File: src/rtl/uart_tx_fifo.sv
// UART transmitter fed by a small word FIFO; frames leave back-to-back while words are queued.
// Data bits, parity, stop bits, bit period and FIFO depth are compile-time parameters.
module uart_tx_fifo #(
  parameter int CLK_DIV    = 868,
  parameter int DATA_BITS  = 8,
  parameter int PARITY     = 0,
  parameter int STOP_BITS  = 1,
  parameter int FIFO_DEPTH = 16
) (
  input  logic                          clk,
  input  logic                          rst,
  input  logic                          in_valid,
  input  logic [DATA_BITS-1:0]          in_data,
  output logic                          in_ready,
  output logic                          tx,
  output logic                          tx_busy,
  output logic [$clog2(FIFO_DEPTH):0]   fifo_level
);

  localparam int PTR_W = $clog2(FIFO_DEPTH);
  localparam int DIV_W = $clog2(CLK_DIV);
  localparam logic [DIV_W-1:0] DIV_LAST  = DIV_W'(CLK_DIV - 1);
  localparam logic [3:0]       DATA_LAST = 4'(DATA_BITS - 1);
  localparam logic [3:0]       STOP_LAST = 4'(STOP_BITS - 1);
  localparam logic [PTR_W:0]   LVL_FULL  = (PTR_W + 1)'(FIFO_DEPTH);

  typedef enum logic [2:0] {
    S_IDLE,
    S_START,
    S_DATA,
    S_PAR,
    S_STOP
  } state_e;

  state_e                 state_q, state_d;
  logic [DIV_W-1:0]       div_q, div_d;
  logic [3:0]             bit_q, bit_d;
  logic                   tx_q, tx_d;
  logic                   busy_q, busy_d;
  logic [PTR_W-1:0]       wr_ptr_q, wr_ptr_d;
  logic [PTR_W-1:0]       rd_ptr_q, rd_ptr_d;
  logic [PTR_W:0]         level_q, level_d;
  logic [DATA_BITS-1:0]   shift_q, shift_d;
  logic                   par_q, par_d;
  logic [DATA_BITS-1:0]   mem_q [FIFO_DEPTH];

  logic                   push;
  logic                   pop;
  logic                   fifo_empty;
  logic                   div_wrap;
  logic [DATA_BITS-1:0]   head;

  function automatic logic parity_of(input logic [DATA_BITS-1:0] w);
    if (PARITY == 1) begin
      return ~^w;
    end
    return ^w;
  endfunction

  assign in_ready   = (level_q != LVL_FULL);
  assign fifo_empty = (level_q == '0);
  assign push       = in_valid & in_ready;
  assign head       = mem_q[rd_ptr_q];
  assign div_wrap   = (div_q == DIV_LAST);

  assign tx         = tx_q;
  assign tx_busy    = busy_q;
  assign fifo_level = level_q;

  always_comb begin
    state_d = state_q;
    div_d   = div_q;
    bit_d   = bit_q;
    tx_d    = tx_q;
    busy_d  = busy_q;
    shift_d = shift_q;
    par_d   = par_q;
    pop     = 1'b0;

    case (state_q)
      S_IDLE: begin
        tx_d   = 1'b1;
        busy_d = 1'b0;
        div_d  = '0;
        bit_d  = '0;
        pop    = !fifo_empty;
      end
      S_START: begin
        if (div_wrap) begin
          div_d   = '0;
          bit_d   = '0;
          tx_d    = shift_q[0];
          shift_d = shift_q >> 1;
          state_d = S_DATA;
        end else begin
          div_d = div_q + 1'b1;
        end
      end
      S_DATA: begin
        if (div_wrap) begin
          div_d = '0;
          if (bit_q == DATA_LAST) begin
            bit_d = '0;
            if (PARITY != 0) begin
              tx_d    = par_q;
              state_d = S_PAR;
            end else begin
              tx_d    = 1'b1;
              state_d = S_STOP;
            end
          end else begin
            bit_d   = bit_q + 1'b1;
            tx_d    = shift_q[0];
            shift_d = shift_q >> 1;
          end
        end else begin
          div_d = div_q + 1'b1;
        end
      end
      S_PAR: begin
        if (div_wrap) begin
          div_d   = '0;
          bit_d   = '0;
          tx_d    = 1'b1;
          state_d = S_STOP;
        end else begin
          div_d = div_q + 1'b1;
        end
      end
      S_STOP: begin
        if (div_wrap) begin
          div_d = '0;
          if (bit_q == STOP_LAST) begin
            bit_d = '0;
            if (fifo_empty) begin
              busy_d  = 1'b0;
              state_d = S_IDLE;
            end else begin
              pop = 1'b1;
            end
          end else begin
            bit_d = bit_q + 1'b1;
          end
        end else begin
          div_d = div_q + 1'b1;
        end
      end
      default: begin
        state_d = S_IDLE;
      end
    endcase

    // A pop loads the next word and starts its frame on the same edge, with no idle gap.
    if (pop) begin
      shift_d = head;
      par_d   = parity_of(head);
      tx_d    = 1'b0;
      busy_d  = 1'b1;
      div_d   = '0;
      bit_d   = '0;
      state_d = S_START;
    end
  end

  always_comb begin
    wr_ptr_d = wr_ptr_q;
    rd_ptr_d = rd_ptr_q;
    level_d  = level_q;
    if (push) begin
      wr_ptr_d = wr_ptr_q + 1'b1;
    end
    if (pop) begin
      rd_ptr_d = rd_ptr_q + 1'b1;
    end
    case ({push, pop})
      2'b10:   level_d = level_q + 1'b1;
      2'b01:   level_d = level_q - 1'b1;
      default: level_d = level_q;
    endcase
  end

  always_ff @(posedge clk or posedge rst) begin
    if (rst) begin
      state_q  <= S_IDLE;
      div_q    <= '0;
      bit_q    <= '0;
      tx_q     <= 1'b1;
      busy_q   <= 1'b0;
      wr_ptr_q <= '0;
      rd_ptr_q <= '0;
      level_q  <= '0;
    end else begin
      state_q  <= state_d;
      div_q    <= div_d;
      bit_q    <= bit_d;
      tx_q     <= tx_d;
      busy_q   <= busy_d;
      wr_ptr_q <= wr_ptr_d;
      rd_ptr_q <= rd_ptr_d;
      level_q  <= level_d;
    end
  end

  // Datapath storage carries no reset; the control state above decides what is valid.
  always_ff @(posedge clk) begin
    shift_q <= shift_d;
    par_q   <= par_d;
    if (push) begin
      mem_q[wr_ptr_q] <= in_data;
    end
  end

endmodule
File: config.mk
export PLATFORM = sky130hd
export DESIGN_NAME = uart_tx_fifo
export DESIGN_NICKNAME = d
export VERILOG_FILES = /design/src/rtl/uart_tx_fifo.sv
export SDC_FILE = /design/constraint.sdc
export NUM_CORES = 1
export LEC_CHECK = 0
export BUFFER_PORTS_ARGS = -buffer_cell sky130_fd_sc_hd__buf_4
export CAP_MARGIN = 20
export CORE_ASPECT_RATIO = 0.75
export CORE_MARGIN = 3
export CORE_UTILIZATION = 55
export DETAILED_ROUTE_END_ITERATION = 12
export PLACE_DENSITY = 0.72
export RECOVER_POWER = 50
export SLEW_MARGIN = 30
export SYNTH_ARGS = -nofsm -noshare
export SYNTH_HDL_FRONTEND = slang
export SYNTH_SLANG_ARGS = --single-unit
export TNS_END_PERCENT = 20
File: constraint.sdc
create_clock -name clk -period 3.65 [get_ports clk]
set_clock_uncertainty 0.2 [all_clocks]
set_input_delay 0.365 -clock clk [delete_from_list [all_inputs] [get_ports clk]]
set_output_delay 0.365 -clock clk [all_outputs]
set_load 0.05 [all_outputs]
==> impl_metrics.py <==
metrics = {
    "global_routing": {
        "grt_pass1_wl_um": 21900,
        "grt_pass1_vias": 3916,
        "gr-usage-all-layers_pct": 20.7,
        "overflow": 0,
        "antenna_found_initial": 0,
        "grt_max_degree": 32,
    },
    "detailed_routing": {
        "drtIter0Drc": 353,
        "drtAntennaViolNets": 0,
        "avgViaCountPerCell": 5.90,
        "wl_um": 13600,
        "vias": 3911,
        "drc": 0,
        "wl_per_cell_um": 20.6,
        "first_pass_iters": 7,
    },
    "timing": {
        "finalSetupViolCount": 0,
        "worstMarginPinSlew_ps": 969,
        "period_share_pct": 91.6,
        "relSlewSlack_pct": 35.2,
        "final_max_slew_viol_count": 0,
        "fin_ws_ps": 305,
        "hold_viol": 0,
        "tns_ps": 0,
        "fin_crit_ps": 3340,
        "grt_setup_unrepaired": "false",
        "max_freq_mhz": 299,
    },
    "power_and_ir_drop": {
        "leakage_nw": 2.77,
        "cellPowerDensity_nw_per_um2": 583,
        "finalPower_mw": 4.67,
        "ir_worst_vdd_v": 0.000363,
    },
    "floorplan": {
        "dieWidth_um": 137,
        "die_area_um2": 14400,
        "ios": 19,
        "rows": 35,
        "die_height_um": 105,
        "coreArea_um2": 12500,
        "start_util_pct": 57.1,
    },
    "setup_path": {
        "cp.arrival_ps": 3490,
        "path_max_fanout": 5,
        "crit_type": "reg2reg",
        "crit_path_end_kind": "flip-flop",
        "crit_path_start_kind": "flip-flop",
        "worst-endpoint-required_ps": 3800,
    },
    "place": {
        "dp_cells": 630,
        "post_dp_cell_area_um2": 7490,
        "portBuffers": 18,
        "dpl.hpwl_um": 8930,
        "place_congestion": 0.804,
        "dpl_worst_slack_ps": 253,
    },
    "synth": {
        "synth_top_cell_area_share_pct": 57.3,
        "synth_simple_gate_area_share_pct": 8.20,
        "synth_area_um2": 7130,
        "yosys.cell_types.count": 48,
        "async_flop_share_pct": 19.0,
        "ys_seq_area_share_pct": 68.5,
        "synth_flop_cell": "edfxtp_1",
        "ys_ff_latch": 168,
        "synth_nets": 476,
        "synth_adder_area_share_pct": 2.09,
        "netlist_instances": 454,
        "synth_compound_area_share_pct": 4.41,
        "yosysWarnings": 0,
        "synth_area_leader_cell": "edfxtp_1",
        "synth_mux_area_share_pct": 13.1,
        "synth_xor_area_share_pct": 1.97,
        "synth_top_family_by_area": "multiplexers",
        "synth_edf_count": 136,
        "synth_area_leaders": "edfxtp_1, dfrtp_1, mux4_2",
        "synth.avg_cell_area_um2": 15.7,
    },
    "layout": {
        "syn_to_final_growth_pct": 12.3,
        "drive_gt1_share_pct": 20.9,
        "fin_area_um2": 8010,
        "final_cell_mix": "edfxtp_1, nand2_1, mux4_2",
        "diodes": 0,
        "fillerInstances": 878,
        "fin_nets": 506,
        "final_common_cell": "edfxtp_1",
        "final_cells": 663,
    },
    "cts": {
        "clk_path_buf_depth": 2,
        "cts.sinks": 168,
        "clock_latency_ps": 420,
        "postCtsSetupBuffers": 0,
        "cts_root_buffer": "clkbuf_16",
        "numCtsBuffers": 17,
        "htree_levels": 4,
        "cts_tree": "built",
        "cts.clk_slew.worst_paths_ps": 70,
    },
    "outcome": {
        "status": "completed",
    },
    "job": {
        "cap_viol_max_count": 0,
    },
    "worst_hold_path": {
        "hold_class": "in2reg",
    },
}
## per-layer routing
| metal | routed length, um | vias to the layer above | global-route usage [%] |
|---|---|---|---|
| met2 | 6420 | 93 | 30.5 |
| met1 | 6310 | 2006 | 31.3 |
| met5 | 0 | - | 0 |
| met4 | 151 | 0 | 5.41 |
| li1 | - | 1796 | - |
| met3 | 742 | 16 | 4.96 |
## stage by stage
stage                     utilization, %  hold slack (ps)
after floorplan                        -              264
after global placement              60.1              304
after detailed placement            60.1              317
after CTS                           64.7             35.8
after global routing                64.2              284
final                               64.2              257
## synthesized netlist by cell type (all sizes together), types with 4 or more instances
library cell,number
a21o,4
a21oi,11
buf,6
clkbuf,16
dfrtp,31
edfxtp,136
ha,11
inv,10
mux2,10
mux2i,10
mux4,32
nand2,42
nand2b,4
nand3,9
nor2,26
nor2b,5
nor3,12
o21ai,28
or3,5
xnor2,9
xor2,7
## state kept, by name, indices dropped and copies added, names as in the netlist
name,count
mem_q,128
div_q,10
shift_q,8
fifo_level,5
bit_q,4
rd_ptr_q,4
wr_ptr_q,4
state_q,3
tx,1
tx_busy,1
## worst max-delay path: stages (launching register included)
cell      delay [ps]
dfrtp_1          410
inv_1             80
ha_1             130
or3b_2           490
o41a_2           420
nand2b_1         180
inv_2            130
ha_1             190
xor2_1           150
ha_1             230
a21o_1           140
nand2_1           50
a21o_1           170
a21oi_1          160
xnor2_1          140
## what timing repair did
action,in CTS,in global routing
resized for setup,0,1
hold endpoints to repair,20,0
endpoints found under the setup margin,0,1
hold buffers,1,0
## power by group
| group | switching (mW) | internal, mW | total [mW] | leakage [nW] |
|---|---|---|---|---|
| clock network | 0.759 | 0.954 | 1.71 | 0.276 |
| logic | 0.387 | 0.177 | 0.564 | 0.864 |
| registers | 0.122 | 2.27 | 2.39 | 1.63 |
| total | 1.27 | 3.40 | 4.67 | 2.77 |
## final timing paths
path,from,end,slack [ps],depth (start not counted)
setup reg to reg,bit_q[0],fifo_level[4],310,14
hold reg to reg,shift_q[4],shift_q[3],330,2
max in group asynchronous,rst,bit_q[3],1940,4
hold / removal,in_data[6],mem_q[14][6],260,1
setup / recovery,bit_q[0],fifo_level[4],310,14
min in group asynchronous,rst,fifo_level[0],360,3
## cell type report
cell class                      instances  area [um2]  area share [%]
Sequential cell                       168        4890            61.0
Multi-Input combinational cell        254        2120            26.5
Inverter                               10        37.5           0.469
Clock inverter                         15         143            1.78
Tap cell                              166         208            2.59
Clock buffer                           17         425            5.31
Timing Repair Buffer                   33         190            2.37
## kinds of logic after synthesis
family          count (synthesis)
flops                         168
simple gates                  120
compound gates                 54
mux                            52
buf+inv                        32
xor+xnor                       16
fa+ha+maj                      12
No activity file was read; power rests on OpenSTA's default activity.
